--- config.mk ---
export PLATFORM = sky130hd
export DESIGN_NAME = axi_rr_arb
export DESIGN_NICKNAME = d
export VERILOG_FILES = /design/src/rtl/axi_rr_arb.sv
export SDC_FILE = /design/constraint.sdc
export NUM_CORES = 1
export LEC_CHECK = 0
export ABC_AREA = 1
export ABC_CLOCK_PERIOD_IN_PS = 3600
export CAP_MARGIN = 20
export CORE_AREA = 2 2 131 133
export CTS_CLUSTER_SIZE = 16
export DETAILED_ROUTE_END_ITERATION = 8
export DIE_AREA = 0 0 133 135
export GPL_TIMING_DRIVEN = 0
export PLACE_DENSITY = 0.85
export SLEW_MARGIN = 15
export SYNTH_ARGS = -nofsm -noshare
export SYNTH_HDL_FRONTEND = slang
export SYNTH_SLANG_ARGS = --single-unit
--- constraint.sdc ---
create_clock -name clk -period 3.6 [get_ports clk]
set_input_delay 1.08 -clock clk [delete_from_list [all_inputs] [get_ports clk]]
set_output_delay 1.08 -clock clk [all_outputs]
set_load 0.05 [all_outputs]
--- src/rtl/axi_rr_arb.sv ---
// Packet-granular round-robin arbiter: NM valid/ready sources share one
// forward-registered downstream channel; the source index rides along as s_id.
module axi_rr_arb #(
    parameter int NM = 4,
    parameter int DW = 64,
    parameter int IW = $clog2(NM)
) (
    input  logic             clk,
    input  logic             rst,
    input  logic [NM*DW-1:0] m_data,
    input  logic [NM-1:0]    m_valid,
    input  logic [NM-1:0]    m_last,
    output logic [NM-1:0]    m_ready,
    output logic [DW-1:0]    s_data,
    output logic             s_valid,
    output logic             s_last,
    output logic [IW-1:0]    s_id,
    input  logic             s_ready
);

    typedef enum logic {
        IDLE,
        LOCK
    } state_e;

    state_e        state_q, state_d;
    logic [IW-1:0] gnt_q, gnt_d;
    logic [IW-1:0] ptr_q, ptr_d;
    logic          s_valid_q, s_valid_d;
    logic [DW-1:0] s_data_q, s_data_d;
    logic          s_last_q, s_last_d;
    logic [IW-1:0] s_id_q, s_id_d;

    logic          win_found;
    logic [IW-1:0] winner;
    logic [IW-1:0] sel;
    logic [IW-1:0] sel_inc;
    logic          sel_valid;
    logic          slot_free;
    logic          accept;
    logic [DW-1:0] sel_data;

    // Rotating priority search starting at ptr; the wrap is done by subtraction
    // so non-power-of-2 NM works without a modulo.
    always_comb begin
        int unsigned idx;
        winner    = '0;
        win_found = 1'b0;
        for (int unsigned k = 0; k < NM; k++) begin
            idx = 32'(ptr_q) + k;
            if (idx >= NM) idx = idx - NM;
            if (!win_found && m_valid[IW'(idx)]) begin
                win_found = 1'b1;
                winner    = IW'(idx);
            end
        end
    end

    always_comb begin
        sel       = (state_q == LOCK) ? gnt_q : winner;
        sel_valid = (state_q == LOCK) ? 1'b1 : win_found;
        sel_inc   = (32'(sel) == NM - 1) ? '0 : sel + 1'b1;
        slot_free = ~s_valid_q | s_ready;

        m_ready = '0;
        if (!rst && sel_valid) m_ready[sel] = slot_free;
        accept = m_valid[sel] & m_ready[sel];

        sel_data = '0;
        for (int unsigned k = 0; k < NM; k++) begin
            if (IW'(k) == sel) sel_data = m_data[k*DW +: DW];
        end
    end

    always_comb begin
        state_d   = state_q;
        gnt_d     = gnt_q;
        ptr_d     = ptr_q;
        s_valid_d = s_valid_q;
        s_data_d  = s_data_q;
        s_last_d  = s_last_q;
        s_id_d    = s_id_q;

        if (accept) begin
            s_valid_d = 1'b1;
            s_data_d  = sel_data;
            s_last_d  = m_last[sel];
            s_id_d    = sel;
            if (m_last[sel]) begin
                state_d = IDLE;
                ptr_d   = sel_inc;
            end else begin
                state_d = LOCK;
                gnt_d   = sel;
            end
        end else if (s_ready) begin
            s_valid_d = 1'b0;
        end
    end

    always_ff @(posedge clk) begin
        if (rst) begin
            state_q   <= IDLE;
            gnt_q     <= '0;
            ptr_q     <= '0;
            s_valid_q <= 1'b0;
            s_data_q  <= '0;
            s_last_q  <= 1'b0;
            s_id_q    <= '0;
        end else begin
            state_q   <= state_d;
            gnt_q     <= gnt_d;
            ptr_q     <= ptr_d;
            s_valid_q <= s_valid_d;
            s_data_q  <= s_data_d;
            s_last_q  <= s_last_d;
            s_id_q    <= s_id_d;
        end
    end

    assign s_valid = s_valid_q;
    assign s_data  = s_data_q;
    assign s_last  = s_last_q;
    assign s_id    = s_id_q;

endmodule

==> summary.txt <==
Placed design
  – Detail Placement HPWL: 19.4 mm
  – Area post-placement: 0.00894 mm2
  – Port buffer count: 338
  – Pre-CTS setup slack: -1.57 ns
  – GP Congestion: 0.934

Timing
  – Slew HR: 54.1%
  – RSZ-0062 raised after global routing: yes
  – Fin crit share: 109%
  – Worst hold margin: 0.475 ns
  – Layout Skew: 0.00857 ns
  – Peak Freq: 256 MHz
  – Final Hold Viols: 0
  – Setup violations, final: 5
  – Setup TNS: -1.10 ns
  – Setup WS post-layout: -0.308 ns
  – Max-slew violations: 0
  – Worst Max-Slew Pin Slew: 0.689 ns
  – Final min period: 3.91 ns

Yosys
  – Mean post-synth cell area: 5.66 um2
  – Post-synth net total: 1190
  – Area leader, netlist: dfxtp_1
  – Post-synth top area share: 28.1%
  – Post-synthesis cell area: 0.00520 mm2
  – Post-Syn Instances: 919
  – Yosys reg bits: 73
  – Yosys warnings: 0
  – Yosys cell types: 25
  – Sequential share of the synthesized area: 28.1%
  – Area contributors post-synth: dfxtp_1 28%, nand2_1 21%, o21ai_0 14%

Pwr
  – Pleak: 0.00446 uW
  – Max VDD drop: 0.446 mV
  – PwrDens: 1090 mW/mm2

Global route
  – First-pass GRT wire length: 40.2 mm
  – Total GRT Usage: 28.8%
  – Antenna violations before repair: 0
  – Pin count of the biggest net entering global routing: 14
  – Number of global-route vias before repair: 7711
  – GRT overflow: 0

Route
  – Residual DRC: 0
  – Vias/cell: 5.17
  – DRT iter0 DRCs: 444
  – DR pass1 iterations: 7
  – Via count: 7892
  – Routed WL per cell: 18.1 um
  – Final WL: 27.7 mm
  – Antenna-violating nets left: 0

Die
  – Core Area: 0.0164 mm2
  – Initial Util: 31.7%
  – IO Pins: 339
  – Die X: 133 um
  – Die footprint: 0.0180 mm2
  – Die Y: 135 um
  – FP Rows: 47

Final layout
  – Commonest non-fill, non-tap cell in the layout: clkdlybuf4s50_1
  – Post-Layout Inst Area: 0.0104 mm2
  – Nets: 1572
  – Ant. Diodes: 0
  – # fillers: 1401
  – Fin util: 63.3%
  – Most frequent cells in the layout: 330 x clkdlybuf4s50_1, 252 x nand2_1, 130 x o21ai_0, 107 x nor2_1, 75 x nand3_1
  – Footprint of the multi-input gates: 0.00380 mm2
  – Sequential cell area: 0.00146 mm2
  – Area Growth Syn to Fin: 99.5%
  – Proportion of layout cells with a drive suffix above 1: 16.8%

Clock tree
  – CTS Buf Count: 9
  – Clock slew at reported path FFs: 0.06 ns
  – Clk Latency, worst-skew pair: 0.35 ns
  – Root Buffer: clkbuf_16
  – CTS tree: yes
  – Clk sinks: 73
  – Number of hold buffers added after CTS: 0
  – CTS Buffer Depth: 2
  – CTS H-tree lvls: 3

Critical path
  – CP endpoint kind: output pin
  – Critical path fanouts, max: 4
  – Startpoint types: primary input
  – CP arrival: 2.83 ns
  – WP data required: 2.52 ns
  – Crit Path Category: primary input to output pin

Run status
  – Run status: complete, but fails checks
  – Failing checks: setup timing

Flow run
  – Max_cap viols: 0

Min path
  – Worst hold path type: flip-flop to flip-flop
-- power by group --
group | total (uW) | internal (uW) | switching [uW]
clock network | 852 | 464 | 388
registers | 1240 | 1070 | 175
logic | 9260 | 3800 | 5460
total | 11400 | 5330 | 6020
-- through the flow --
step | std cells | total power, uW
6_report | 1526 | 11400
5_1_grt | 1526 | 12100
4_1_cts | 1524 | 10700
3_5_place_dp | 1477 | 8040
3_3_place_gp | 1477 | 7940
2_1_floorplan | 919 | 5950
-- cell families (layout without fill, tap and decap cells) --
family | Yosys count | count (layout) | synth area share [%]
AOI/OAI and AO/OA | 215 | 215 | 20.7
DFF | 73 | 73 | 28.1
buffers and inverters | 101 | 488 | 9.13
adders and majority gates | 4 | 4 | 0.962
and+or+nand+nor | 526 | 526 | 41.2
-- critical path, stage by stage --
cell and delay (ns):
buf_8 0.11, inv_4 0.06, nand2_4 0.06, nand3_2 0.09
nand2_2 0.08, nor2_4 0.15, nand3_4 0.12, nand2_2 0.08
nand2_2 0.06, nand3_4 0.13, nand2_8 0.09, inv_8 0.09
ha_4 0.17, clkinv_8 0.05, nor2_4 0.08, inv_2 0.06
nor2_4 0.11, buf_8 0.16
-- layout make-up --
type | count | area share [%]
sequential | 73 | 14.1
clock inverter | 7 | 0.458
inverter | 30 | 1.61
clock buffer | 9 | 2.17
tap | 220 | 2.65
timing repair buffer | 372 | 38.0
buffer | 70 | 4.51
multi-input combinational | 745 | 36.6
-- cells in the mapped netlist --
cell,n
nand2_1,286
o21ai_0,146
nor2_1,145
nand3_1,81
dfxtp_1,73
a21oi_1,67
clkbuf_1,44
inv_1,25
buf_1,12
buf_6,10
nand2_2,5
ha_1,4
buf_2,3
inv_2,3
nand3_2,2
nand3b_1,2
nand4_1,2
o21ai_1,2
buf_4,1
buf_8,1
clkinv_1,1
inv_4,1
nand2_4,1
nand3_4,1
nor2_4,1
-- state kept, by name (all words and copies together) (netlist names) --
signal and count:
s_id 2, s_data 64, ptr_q 2, s_last 1, s_valid 1, gnt_q 2, state_q 1
-- worst paths after layout --
kind	start	to	slack, ns	depth (start not counted)
worst min-delay path	s_data[45]$_SDFFE_PP0P_	s_data[45]$_SDFFE_PP0P_	0.48	2
worst min register to register	s_data[45]$_SDFFE_PP0P_	s_data[45]$_SDFFE_PP0P_	0.48	2
worst max-delay path	m_valid[2]	m_ready[3]	-0.31	18
worst max register to register	ptr_q[0]$_SDFFE_PP0P_	s_data[34]$_SDFFE_PP0P_	0.13	29
-- repair_timing --
item	CTS	global route
gates resized for setup	200	89
pin swaps	31	33
setup buffers	21	6
setup endpoints to repair	77	77
gates cloned	10	2
-- layer usage --
layer  part of all wire [%]  global-route usage [%]  vias to the layer above
li1                       -                       -                     3760
met3                    9.0                    8.18                      108
met1                     36                    30.2                     3564
met2                     49                    51.8                      460
met4                    5.5                    16.4                        0
met5                      0                       0                        -
No activity file was read; power rests on OpenSTA's default activity.
